$ cat src/rtl/exp_table_loader_if.sv
// Host-to-loader word stream: valid/ready handshake carrying table words
// followed by one checksum trailer word.
interface exp_table_loader_if #(
  parameter int DATA_W = 32
);
  logic [DATA_W-1:0] load_data;
  logic              load_valid;
  logic              load_ready;

  modport master (
    output load_data,
    output load_valid,
    input  load_ready
  );

  modport slave (
    input  load_data,
    input  load_valid,
    output load_ready
  );
endinterface

$ cat src/rtl/exp_table_loader.sv
// Fill stage for the FP32 exp lookup tables. Streams host words into the hi
// SRAM, then the lo SRAM, then checks a 32-bit additive checksum trailer and
// raises table_valid only when it matches.
module exp_table_loader #(
  parameter int HI_AW = 16,
  parameter int LO_AW = 17
) (
  input  logic                clk,
  input  logic                rst,
  input  logic                start,
  exp_table_loader_if.slave   load,
  output logic                hi_we,
  output logic [HI_AW-1:0]    hi_waddr,
  output logic [31:0]         hi_wdata,
  output logic                lo_we,
  output logic [LO_AW-1:0]    lo_waddr,
  output logic [31:0]         lo_wdata,
  output logic                busy,
  output logic                table_valid,
  output logic                cksum_err
);

  // One counter serves both tables, so it is as wide as the larger one.
  localparam int CW = (LO_AW > HI_AW) ? LO_AW : HI_AW;

  typedef enum logic [1:0] {
    IDLE    = 2'd0,
    LOAD_HI = 2'd1,
    LOAD_LO = 2'd2,
    CHECK   = 2'd3
  } state_t;

  state_t         state_q;
  state_t         state_d;
  logic [CW-1:0]  cnt;
  logic [31:0]    acc;
  logic           ready;
  logic           accept;
  logic           hi_last;
  logic           lo_last;

  // Ready is a pure function of state so the host sees it before the edge.
  assign ready           = (state_q != IDLE);
  assign load.load_ready = ready;
  assign busy            = ready;
  assign accept          = load.load_valid && ready;

  // The counter never exceeds the current table's top entry, so the low
  // slice being all ones marks the last word of that table.
  assign hi_last = &cnt[HI_AW-1:0];
  assign lo_last = &cnt[LO_AW-1:0];

  // State register.
  always_ff @(posedge clk or negedge rst) begin
    if (!rst) state_q <= IDLE;
    else      state_q <= state_d;
  end

  // Next-state: table switches happen on the accepting edge, so no bubble.
  always_comb begin
    state_d = state_q;
    case (state_q)
      IDLE:    if (start)              state_d = LOAD_HI;
      LOAD_HI: if (accept && hi_last)  state_d = LOAD_LO;
      LOAD_LO: if (accept && lo_last)  state_d = CHECK;
      CHECK:   if (accept)             state_d = IDLE;
      default:                         state_d = IDLE;
    endcase
  end

  // Accept stage -> registered SRAM write one cycle later; checksum and
  // status flags update on the accepting edge.
  always_ff @(posedge clk or negedge rst) begin
    if (!rst) begin
      hi_we       <= 1'b0;
      hi_waddr    <= '0;
      hi_wdata    <= '0;
      lo_we       <= 1'b0;
      lo_waddr    <= '0;
      lo_wdata    <= '0;
      cnt         <= '0;
      acc         <= '0;
      table_valid <= 1'b0;
      cksum_err   <= 1'b0;
    end else begin
      hi_we <= 1'b0;
      lo_we <= 1'b0;
      case (state_q)
        IDLE: begin
          if (start) begin
            cnt         <= '0;
            acc         <= '0;
            table_valid <= 1'b0;
            cksum_err   <= 1'b0;
          end
        end
        LOAD_HI: begin
          if (accept) begin
            hi_we    <= 1'b1;
            hi_waddr <= cnt[HI_AW-1:0];
            hi_wdata <= load.load_data;
            acc      <= acc + load.load_data;
            cnt      <= hi_last ? '0 : cnt + CW'(1);
          end
        end
        LOAD_LO: begin
          if (accept) begin
            lo_we    <= 1'b1;
            lo_waddr <= cnt[LO_AW-1:0];
            lo_wdata <= load.load_data;
            acc      <= acc + load.load_data;
            cnt      <= lo_last ? '0 : cnt + CW'(1);
          end
        end
        CHECK: begin
          if (accept) begin
            table_valid <= (load.load_data == acc);
            cksum_err   <= (load.load_data != acc);
          end
        end
        default: ;
      endcase
    end
  end

endmodule

$ cat src/flat_wrapper.sv
// flat-port wrapper written by rule: the top's interface ports become plain ports
module exp_table_loader_flat 
#(
  parameter int HI_AW = 16,
  parameter int LO_AW = 17
)
  (clk, rst, start, hi_we, hi_waddr, hi_wdata, lo_we, lo_waddr, lo_wdata, busy, table_valid, cksum_err, load_load_data, load_load_valid, load_load_ready);
  exp_table_loader_if #(.DATA_W(32)) load_i ();
  input  logic clk;
  input  logic rst;
  input  logic start;
  output logic hi_we;
  output logic [HI_AW-1:0] hi_waddr;
  output logic [31:0] hi_wdata;
  output logic lo_we;
  output logic [LO_AW-1:0] lo_waddr;
  output logic [31:0] lo_wdata;
  output logic busy;
  output logic table_valid;
  output logic cksum_err;
  input wire logic [$bits(load_i.load_data)-1:0] load_load_data;
  input wire logic [$bits(load_i.load_valid)-1:0] load_load_valid;
  output wire logic [$bits(load_i.load_ready)-1:0] load_load_ready;
  assign load_i.load_data = load_load_data;
  assign load_i.load_valid = load_load_valid;
  assign load_load_ready = load_i.load_ready;
  exp_table_loader #(.HI_AW(HI_AW), .LO_AW(LO_AW)) u_core (.clk(clk), .rst(rst), .start(start), .load(load_i), .hi_we(hi_we), .hi_waddr(hi_waddr), .hi_wdata(hi_wdata), .lo_we(lo_we), .lo_waddr(lo_waddr), .lo_wdata(lo_wdata), .busy(busy), .table_valid(table_valid), .cksum_err(cksum_err));
endmodule
$ cat config.mk
export PLATFORM = sky130hd
export DESIGN_NAME = exp_table_loader_flat
export DESIGN_NICKNAME = d
export VERILOG_FILES = /design/src/rtl/exp_table_loader_if.sv /design/src/rtl/exp_table_loader.sv /design/src/flat_wrapper.sv
export SDC_FILE = /design/constraint.sdc
export NUM_CORES = 1
export LEC_CHECK = 0
export ABC_AREA = 1
export BUFFER_PORTS_ARGS = -buffer_cell sky130_fd_sc_hd__buf_2
export CAP_MARGIN = 20
export CORE_UTILIZATION = 55
export CTS_BUF_LIST = sky130_fd_sc_hd__clkbuf_8
export DETAILED_ROUTE_END_ITERATION = 6
export PLACE_DENSITY = 0.89
export SLEW_MARGIN = 30
export SYNTH_ARGS = -nofsm -noshare
export SYNTH_HDL_FRONTEND = slang
export SYNTH_SLANG_ARGS = --single-unit
$ cat constraint.sdc
create_clock -name clk -period 2.8 [get_ports clk]
set_input_delay 0.7 -clock clk [delete_from_list [all_inputs] [get_ports clk]]
set_output_delay 0.7 -clock clk [all_outputs]
set_load 0.1 [all_outputs]
==> impl_metrics.json <==
{
  "outcome": "finished clean",
  "grt_max_degree": 73,
  "post-route-min-period_ns": 2.48,
  "tightest_slew_ns": 0.601,
  "clkLatencyLatePin_ns": 0.47,
  "rr_worst_depth": 9,
  "critPathMaxStageDelay_ns": 0.44,
  "whs_ns": 0.193,
  "final_antenna_net_count": 0,
  "vias": 8241,
  "num-fill-cells": 1397,
  "ys_seq_elements": 152,
  "critPathKind": "reg -> out",
  "crit_path_start_kind": "register",
  "final_util_pct": 65.1,
  "critPathMaxFanout": 5,
  "clockBufferDepth": 2,
  "diodes": 0,
  "wl_met3_um": 1690,
  "path_cells": "inv_1 -> ha_1 -> inv_2 -> buf_2",
  "hold_violations": 0,
  "relSlewSlack_pct": 59.9,
  "tritoncts": "done",
  "grt_pass1_vias": 7730,
  "fin_crit_sh_pct": 88.7,
  "cts_made_buffers": 17,
  "wirelength_um": 22900,
  "grt_pass1_wl_um": 37400,
  "synth-adder-area-share_pct": 5.70,
  "fmax_mhz": 403,
  "avgSynthCellArea_um2": 7.28,
  "synth_area_leaders": "dfrtp_1 (44%), nand2_1 (18%), inv_1 (8.1%)",
  "die_area_um2": 16300,
  "hp-class": "in -> async",
  "wl_met1_um": 9710,
  "track_usage_pct": 29.6,
  "first_iter_violations": 825,
  "grt_antenna_before_repair": 0,
  "synth-main-ff-cell": "dfrtp_1",
  "post-cts-setup-buffers": 0,
  "rsz0062_at_grt": "false",
  "r2r_setup_slack_ns": 0.44,
  "setup_viol": 0,
  "setup_tns_ns": 0,
  "cts-root-buf": "clkbuf_8",
  "worst_ep_arrival_time_ns": 1.78,
  "wl_per_cell_um": 14.7,
  "cts_resized": 0,
  "synth_top_area_share_pct": 43.7,
  "post-place-ws_ns": 0.351,
  "cts_hold_buf": 0,
  "layout_setup_ws_ns": 0.317,
  "synth_top_family_by_area": "simple AND/OR/NAND/NOR gates",
  "synth_simple_gate_area_share_pct": 28.4,
  "htree_num_levels": 4,
  "start_util_pct": 56.8,
  "topRoutingLayerUsed": "met4",
  "place.gp.congestion": 1.00,
  "drv_cap": 0,
  "synth_nets": 1270,
  "synth.cell_area_um2": 8700,
  "synth_compound_area_share_pct": 11.0,
  "drive_above_1_share_pct": 15.8,
  "yosysTopAreaCell": "dfrtp_1",
  "skew_ns": 0.0110,
  "yosysWarningCount": 0,
  "grt.overflow.total": 0,
  "die_x_um": 128,
  "hpwl_um": 17400,
  "clkSinkCount": 152,
  "via_per_inst": 5.30,
  "floorplan.core_area_um2": 15300,
  "synthXorXnorAreaFrac_pct": 0.705,
  "async_flop_share_pct": 100,
  "final_nets": 1405,
  "synth_cell_types": 39,
  "clk_pin_slew_worst_paths_ns": 0.08,
  "wl_met2_um": 10800,
  "muxShareOfSynthArea_pct": 0,
  "ys_seq_area_share_pct": 43.7,
  "std_cell_rows": 45,
  "synth_cells": 1195,
  "setup.worst_path.end_class": "primary output",
  "die-height_um": 128,
  "first_pass_iters": 6,
  "drv_slew": 0,
  "area_growth_pct": 14.6,
  "route.detailed.drc": 0,
  "crit_slowest_cell": "buf_2",
  "ios": 139,
  "port_buffers": 138,
  "crit_required_ns": 2.10,
  "synth_edf_count": 0
}
path summary, 6_finish.rpt:
kind                                       endpoint          startpoint
worst max-delay path                           busy   u_core.state_q[0]
worst min-delay path             u_core.lo_waddr[8]                 rst
worst max register to register       u_core.acc[17]   u_core.state_q[0]
worst min register to register   u_core.hi_waddr[8]  u_core.hi_waddr[8]
max in group asynchronous       u_core.lo_waddr[11]                 rst
min in group clk                 u_core.hi_waddr[8]  u_core.hi_waddr[8]
flip-flops by register name, indices dropped and copies added (netlist names), 2 cells and up:
name             cells
u_core.state_q       2
u_core.hi_waddr     16
u_core.hi_wdata     32
u_core.lo_waddr     17
u_core.acc          32
u_core.cnt          17
u_core.lo_wdata     32
synth_stat cells, types with 3 or more instances:
cell type / count
nand3_1: 56
xor2_1: 6
nor2_1: 59
nand2_1: 420
nor2_2: 8
buf_2: 8
o21ai_0: 110
buf_6: 7
nand2_2: 6
inv_2: 6
o21ai_1: 19
clkbuf_1: 12
inv_1: 188
o21bai_1: 3
a21oi_1: 42
nand4_1: 14
nand3_2: 4
ha_1: 38
nor3_1: 8
nor2_4: 3
dfrtp_1: 152
nor4_1: 5
per-stage QoR:
| stage | std cells | cell area [um^2] |
|---|---|---|
| global route | 1554 | 9970 |
| finish | 1554 | 9970 |
| detailed placement | 1522 | 9580 |
| floorplan | 1195 | 8700 |
| CTS | 1554 | 9970 |
| global placement | 1522 | 9580 |
cells by family (layout without fill, tap and decap cells):
logic type | Yosys count | count (layout)
XOR/XNOR | 7 | 7
buffers and inverters | 223 | 371
flip-flops | 152 | 152
AND/OR/NAND/NOR | 590 | 590
adder cells (fa/ha/maj) | 39 | 39
AO/OA/AOI/OAI | 184 | 184
layout make-up:
cell class | instances | area [um^2] | share of cell area (%)
well taps | 211 | 264 | 2.65
multi-input cells | 820 | 3990 | 40.0
clock buffers | 19 | 262 | 2.62
clock inverters | 13 | 123 | 1.23
inverters | 194 | 728 | 7.31
flip-flops and latches | 152 | 3800 | 38.2
repair buffers | 145 | 800 | 8.02
critical path: cells and delay by family, from the launching register on:
| family | cells | cell delay, ns |
|---|---|---|
| buffers and inverters | 3 | 0.65 |
| DFF | 1 | 0.42 |
| adders and majority gates | 1 | 0.24 |
placed cells by master (no fill, tap or decap), types with 2 or more instances in the layout:
master | netlist | layout
a21oi_2 | 2 | 2
buf_2 | 8 | 137
nand2_2 | 6 | 6
nand4_1 | 14 | 14
inv_8 | 0 | 2
clkinv_4 | 0 | 2
nand2_1 | 420 | 420
inv_1 | 188 | 189
inv_6 | 0 | 2
clkbuf_8 | 0 | 19
nand3_2 | 4 | 4
o21ai_2 | 2 | 2
nor2_1 | 59 | 59
buf_12 | 0 | 4
buf_4 | 2 | 3
nand2_4 | 2 | 2
o21bai_1 | 3 | 3
ha_1 | 38 | 38
o21ai_0 | 110 | 110
nor4_1 | 5 | 5
nand3_1 | 56 | 56
dfrtp_1 | 152 | 152
o21ai_1 | 19 | 19
nor2_2 | 8 | 8
inv_2 | 6 | 7
nor2_4 | 3 | 3
nor3_1 | 8 | 8
a21oi_1 | 42 | 42
xor2_1 | 6 | 6
clkinvlp_4 | 0 | 3
layer usage:
layer | GRT usage, % | vias to the layer above
li1 | - | 4017
met1 | 38.8 | 3839
met2 | 48.2 | 326
met3 | 6.18 | 59
met4 | 11.3 | 0
met5 | 0 | -
Power is left out: the tool's default activity adds up to more than one toggle a clock period on the data nets, which glitch-free logic cannot reach.
